[config.mk]
export PLATFORM = sky130hd
export DESIGN_NAME = fbp_batch_scheduler
export DESIGN_NICKNAME = d
export VERILOG_FILES = /design/src/rtl/fbp_batch_scheduler.sv
export SDC_FILE = /design/constraint.sdc
export NUM_CORES = 1
export LEC_CHECK = 0
export BUFFER_PORTS_ARGS = -buffer_cell sky130_fd_sc_hd__buf_2
export CAP_MARGIN = 10
export CORE_AREA = 2 2 115 117
export DETAILED_ROUTE_END_ITERATION = 12
export DIE_AREA = 0 0 117 119
export GPL_ROUTABILITY_DRIVEN = 0
export HOLD_SLACK_MARGIN = 0.03
export PLACE_DENSITY = 0.45
export SYNTH_ARGS = -nofsm -noshare
export SYNTH_HDL_FRONTEND = slang
export SYNTH_SLANG_ARGS = --single-unit
[constraint.sdc]
create_clock -name clk -period 2.71 [get_ports clk]
set_clock_uncertainty 0.15 [all_clocks]
set_input_delay 0 -clock clk [delete_from_list [all_inputs] [get_ports clk]]
set_output_delay 0 -clock clk [all_outputs]
set_load 0.02 [all_outputs]
[src/rtl/fbp_batch_scheduler.sv]
// fbp_batch_scheduler: frame-level sequencer for the back-projection pipeline
// group. Splits a frame of total_angles projection angles into batches of
// PIPELINES_NUM angles; each batch is loaded, configured, started and awaited,
// under a completion watchdog and an abort path.
module fbp_batch_scheduler #(
  parameter int PIPELINES_NUM  = 60,
  parameter int ANGLE_W        = 8,
  parameter int TIMEOUT_CYCLES = 1000000
) (
  input  logic               clk,
  input  logic               arstn,
  input  logic               frame_start,
  input  logic               abort,
  input  logic [ANGLE_W:0]   total_angles,
  output logic               busy,
  output logic               frame_done,
  output logic               err_timeout,
  output logic [ANGLE_W-1:0] batch_idx,
  output logic               load_req,
  output logic [ANGLE_W-1:0] load_angle_base,
  output logic [ANGLE_W-1:0] load_angle_cnt,
  input  logic               load_done,
  output logic [ANGLE_W-1:0] angle_num,
  output logic               angle_num_valid,
  output logic               start_calc,
  input  logic               finsh_calc
);

  // Base is one bit wider than angle_num so it can reach the frame total
  // without wrapping; the sum is one bit wider again so base+step never wraps.
  localparam int BW = ANGLE_W + 1;
  localparam int SW = ANGLE_W + 2;
  localparam int CW = $clog2(TIMEOUT_CYCLES + 1);

  localparam logic [SW-1:0]      LP_STEP      = SW'(PIPELINES_NUM);
  localparam logic [ANGLE_W-1:0] LP_FULL_CNT  = ANGLE_W'(PIPELINES_NUM);
  localparam logic [CW-1:0]      LP_WDOG_LAST = CW'(TIMEOUT_CYCLES - 1);

  typedef enum logic [2:0] {
    S_IDLE,
    S_LOAD,
    S_CONFIG,
    S_START,
    S_CALC,
    S_NEXT,
    S_DONE
  } state_t;

  state_t             r_state;
  state_t             w_next_state;
  logic               w_accept;
  logic               w_timeout;
  logic               w_advance;

  logic [BW-1:0]      r_total;
  logic [BW-1:0]      r_base;
  logic [SW-1:0]      w_base_sum;
  logic [CW-1:0]      r_wdog;

  logic               r_busy;
  logic               r_frame_done;
  logic               r_err_timeout;
  logic [ANGLE_W-1:0] r_batch_idx;
  logic               r_load_req;
  logic [ANGLE_W-1:0] r_load_angle_cnt;
  logic [ANGLE_W-1:0] r_angle_num;
  logic               r_angle_num_valid;
  logic               r_start_calc;

  // Lanes valid in a batch starting at base: min(PIPELINES_NUM, total - base),
  // clamped at zero once the base has passed the total.
  function automatic logic [ANGLE_W-1:0] batch_cnt(input logic [BW-1:0] total,
                                                   input logic [SW-1:0] base);
    logic [SW-1:0] rem;
    rem = ({1'b0, total} > base) ? ({1'b0, total} - base) : '0;
    return (rem > LP_STEP) ? LP_FULL_CNT : rem[ANGLE_W-1:0];
  endfunction

  assign w_base_sum = {1'b0, r_base} + LP_STEP;

  // State register.
  // NOTE: sequential state uses non-blocking assignments so every flop samples
  // pre-edge values regardless of the order the blocks are evaluated in.
  always_ff @(posedge clk or negedge arstn) begin
    if (!arstn) r_state <= S_IDLE;
    else        r_state <= w_next_state;
  end

  // Next-state logic plus the one-cycle events that steer the datapath.
  // NOTE: every variable gets a default before the case so no path leaves one
  // unassigned, which would otherwise infer a latch.
  always_comb begin
    w_next_state = r_state;
    w_accept     = 1'b0;
    w_timeout    = 1'b0;
    w_advance    = 1'b0;
    case (r_state)
      S_IDLE: begin
        if (frame_start) begin
          w_accept     = 1'b1;
          w_next_state = (total_angles == '0) ? S_DONE : S_LOAD;
        end
      end
      S_LOAD:   if (load_done) w_next_state = S_CONFIG;
      S_CONFIG: w_next_state = S_START;
      S_START:  w_next_state = S_CALC;
      S_CALC: begin
        // Completion beats the watchdog when both land in the same cycle.
        if (finsh_calc) begin
          w_next_state = S_NEXT;
        end else if (r_wdog == LP_WDOG_LAST) begin
          w_timeout    = 1'b1;
          w_next_state = S_IDLE;
        end
      end
      S_NEXT: begin
        w_advance    = 1'b1;
        w_next_state = (w_base_sum >= {1'b0, r_total}) ? S_DONE : S_LOAD;
      end
      S_DONE:   w_next_state = S_IDLE;
      default:  w_next_state = S_IDLE;
    endcase
    // Abort overrides every transition, including a start request in IDLE.
    if (abort) begin
      w_next_state = S_IDLE;
      w_accept     = 1'b0;
      w_timeout    = 1'b0;
      w_advance    = 1'b0;
    end
  end

  // Completion watchdog: cleared in START, counts cycles spent in CALC.
  always_ff @(posedge clk or negedge arstn) begin
    if (!arstn) begin
      r_wdog <= '0;
    end else if (r_state == S_START) begin
      r_wdog <= '0;
    end else if (r_state == S_CALC && r_wdog != LP_WDOG_LAST) begin
      r_wdog <= r_wdog + CW'(1);
    end
  end

  // Registered outputs and batch bookkeeping; strobes are decoded from the
  // next state so each one is high exactly for the cycle spent in its state.
  always_ff @(posedge clk or negedge arstn) begin
    if (!arstn) begin
      r_busy            <= 1'b0;
      r_frame_done      <= 1'b0;
      r_err_timeout     <= 1'b0;
      r_batch_idx       <= '0;
      r_load_req        <= 1'b0;
      r_load_angle_cnt  <= '0;
      r_angle_num       <= '0;
      r_angle_num_valid <= 1'b0;
      r_start_calc      <= 1'b0;
      r_total           <= '0;
      r_base            <= '0;
    end else begin
      r_busy            <= (w_next_state != S_IDLE);
      r_load_req        <= (w_next_state == S_LOAD);
      r_angle_num_valid <= (w_next_state == S_CONFIG);
      r_start_calc      <= (w_next_state == S_START);
      r_frame_done      <= (w_next_state == S_DONE);

      if (w_next_state == S_CONFIG) r_angle_num <= r_base[ANGLE_W-1:0];

      if (w_accept) begin
        r_total          <= total_angles;
        r_base           <= '0;
        r_batch_idx      <= '0;
        r_load_angle_cnt <= batch_cnt(total_angles, '0);
        r_err_timeout    <= 1'b0;
      end else if (w_advance) begin
        r_base           <= w_base_sum[BW-1:0];
        r_batch_idx      <= r_batch_idx + ANGLE_W'(1);
        r_load_angle_cnt <= batch_cnt(r_total, w_base_sum);
      end

      if (w_timeout) r_err_timeout <= 1'b1;
    end
  end

  assign busy            = r_busy;
  assign frame_done      = r_frame_done;
  assign err_timeout     = r_err_timeout;
  assign batch_idx       = r_batch_idx;
  assign load_req        = r_load_req;
  assign load_angle_base = r_base[ANGLE_W-1:0];
  assign load_angle_cnt  = r_load_angle_cnt;
  assign angle_num       = r_angle_num;
  assign angle_num_valid = r_angle_num_valid;
  assign start_calc      = r_start_calc;

endmodule
==> results.md <==
- Status: complete, but fails checks
- Violated checks: negative setup slack
- Crit-path max cell delay: 0.44 ns
- Post-synth cell types: 60
- Post-DP HPWL: 6946 um
- Tmin final: 2.851 ns
- Number of remaining DRC errors: 0
- Max FO, Critical Path: 5
- Fill cells: 1285
- Hold Path Cell Cnt: 5
- Post-synth ARST share: 100.0%
- CP bufs+invs: 0
- Final hold violation count: 0
- CTS tree: built
- # placed instances: 638
- Non-Filler Instances: 675
- Clock Sinks: 67
- Slowest CP cell: dfrtp_2
- Via count: 3153
- Startpoint types: flop
- FF-to-FF Start: r_base[3]
- Row count: 42
- Number of global-route vias before repair: 3142
- Total gr overflow: 0
- Actual slew at the worst max-slew pin: 0.9858 ns
- Seq pwr share: 34.8%
- 1st-iter DRT viols: 152
- Metal2 WL: 4854 um
- CP endpoint kind: flop
- Clk_lat worst skew: 0.34 ns
- Synth Register Bits: 67
- Pwr Density: 684.6 nW/um^2
- Top sig layer: met4
- Hold Path Origin: frame_start
- Layout cells sized above 1: 30.26%
- Synth Flop Type: dfrtp_1
- Final setup vio count: 11
- Num ports: 53
- Worst setup margin: -0.1413 ns
- Worst-path clk slew: 0.06 ns
- DRT Pass-1 Iters: 4
- Critical Path AT: 2.92 ns
- PortBufs: 48
- Synthesized area per cell: 9.303 um^2
- Synth Instances: 400
- Largest net degree at the start of global routing: 44
- Crit Path Class: flop to flop
- Starting Density: 28.90%
- Sw power: 1.058 mW
- H-tree Lvls: 3
- Routed len/inst: 14.41 um
- Post-synth EDFFs: 0
- Most common cell after layout, fill and taps aside: dfrtp_1
- Clock power frac: 35.9%
- Die Span X: 117 um
- Switching Fraction: 31.10%
- Synth warn: 0
- Total wire length: 9729 um
- Internal: 2.344 mW
- Mapped Area: 3721 um^2
- Vias per inst: 4.671
- RSZ-0062 raised after global routing: true
- Total GRT Usage: 15.05%
- Worst min path class: input port to flop
- Max-slew headroom: 34.04%
- Crit path cell chain: nor3_4 -> or2b_1 -> nand2_2 -> xor2_1 -> ha_1 -> a21o_1 -> a21oi_2 -> a221oi_4 -> o21a_2 -> or2_4 -> and3_1
- R2R cell count: 11
- Seq/Total Area, Yosys: 45.06%
- CP startpoint: r_base[3]
- Worst Path Required: 2.78 ns
- Number of diodes: 0
- Setup WS pre-CTS: -0.1967 ns
- Root buffer cell: clkbuf_16
- Comb power frac: 29.2%
- Die area: 13920 um^2
- Met1 WL: 4330 um
- Chip Height: 119 um
- First-pass GRT wire length: 16040 um
- Most frequent cells in the layout: dfrtp_1 (64), nand2_1 (51), buf_2 (48)
- Initial antenna violation count: 0
- Total core area: 12870 um^2
- Max cap viols: 0
- Detail Route Antenna Nets: 0
- Area grow syn2layout: 33.52%
- Leakage: 2.384 nW
- Final net count: 520
- CTS max path bufs: 2
- Met3 wire length: 406 um
- Levels on crit path: 11
- Maximum vdd drop: 402.7 uV
- Crit share post-route: 105.2%
- CTS buffer count: 9
- Largest delay contributor family on the critical path: simple AND/OR/NAND/NOR gates
- Max Freq: 350.7 MHz
- Max Slew Vio Count: 0
-- Yosys cell counts (9+ instances only) --
master    number  area [um^2]
nand3_1       12        60.06
ha_1          11        137.6
o21ai_0       27        135.1
xor2_1        23        201.4
inv_1         11        41.29
a21oi_1       20        100.1
nor2_1        42        157.7
clkbuf_1       9        33.78
nand2_1       52        195.2
and3_1        11        68.82
buf_4         11        82.58
dfrtp_1       67         1677
-- state kept, by name, indices dropped and copies added, names as in the netlist --
name / cells
err_timeout: 1
r_base: 7
frame_done: 1
r_wdog: 20
load_angle_cnt: 8
start_calc: 1
load_req: 1
r_state: 3
r_total: 9
batch_idx: 8
busy: 1
angle_num: 6
angle_num_valid: 1
-- path summary, 6_finish.rpt --
path	slack, ns	to
worst max-delay path	-0.14	load_req
worst min-delay path	0.05	frame_done
worst max register to register	-0.14	load_req
worst min register to register	0.34	r_total[2]
max in group asynchronous	1.68	r_base[3]
min in group asynchronous	0.07	r_base[7]
-- power groups by stage --
stage | registers [mW] | clock network (mW) | logic [mW]
floorplan | 1.23 | 0 | 0.509
global placement | 1.20 | 0 | 0.861
detailed placement | 1.20 | 0 | 0.866
CTS | 1.19 | 1.25 | 0.928
global route | 1.20 | 1.31 | 1.09
finish | 1.19 | 1.22 | 0.994
-- cell families (layout without fill, tap and decap cells) --
family / after synthesis / count (layout) / synth area share, %
other cells: 2 / 6 / 0.2018
xor+xnor: 31 / 31 / 7.498
buf+inv: 35 / 130 / 4.741
mux: 5 / 5 / 1.513
fa+ha+maj: 12 / 12 / 4.001
simple gates: 170 / 170 / 23.60
compound gates: 78 / 78 / 13.38
flops: 67 / 67 / 45.06
-- layout make-up --
class	instances	area [um^2]	area share (%)
multi-input combinational	302	2001	40.27
tap	176	220.2	4.432
sequential	67	1680	33.82
inverter	11	41.29	0.8310
timing repair buffer	103	711.9	14.33
clock inverter	4	47.55	0.9569
clock buffer	12	266.5	5.364
-- routing by layer --
layer,track usage (%),up-vias
li1,-,1572
met1,19.30,1531
met2,24.13,40
met3,5.038,10
met4,4.191,0
met5,0,-
-- metrics by stage --
| stage | util [%] | area (um^2) | setup TNS [ns] | power (mW) | hold slack (ns) |
|---|---|---|---|---|---|
| floorplan | - | 3741 | -0.1080 | 1.742 | -0.4456 |
| global placement | 33.66 | 4334 | -0.8178 | 2.062 | -0.08161 |
| detailed placement | 33.66 | 4334 | -1.448 | 2.068 | -0.08027 |
| CTS | 37.92 | 4882 | -0.7780 | 3.369 | 0.04408 |
| global route | 38.59 | 4969 | -2.258 | 3.601 | 0.06415 |
| finish | 38.59 | 4969 | -0.8339 | 3.402 | 0.05230 |
-- worst register-to-register path: stages (launching register included) --
cell and delay, ns:
dfrtp_2 0.44, nor3_4 0.19, or2b_1 0.27, nand2_2 0.09, xor2_1 0.18, ha_1 0.32, a21o_1 0.23, a21oi_2 0.18
a221oi_4 0.09, o21a_2 0.19, or2_4 0.27, and3_1 0.15
-- timing repair --
item,in CTS,in global routing
setup buffers,5,2
pin swaps,16,17
hold buffers,14,0
endpoints found under the hold margin,79,0
gates resized for setup,14,17
endpoints found under the setup margin,11,11
Note: power is estimated with default switching activity, not from simulation.
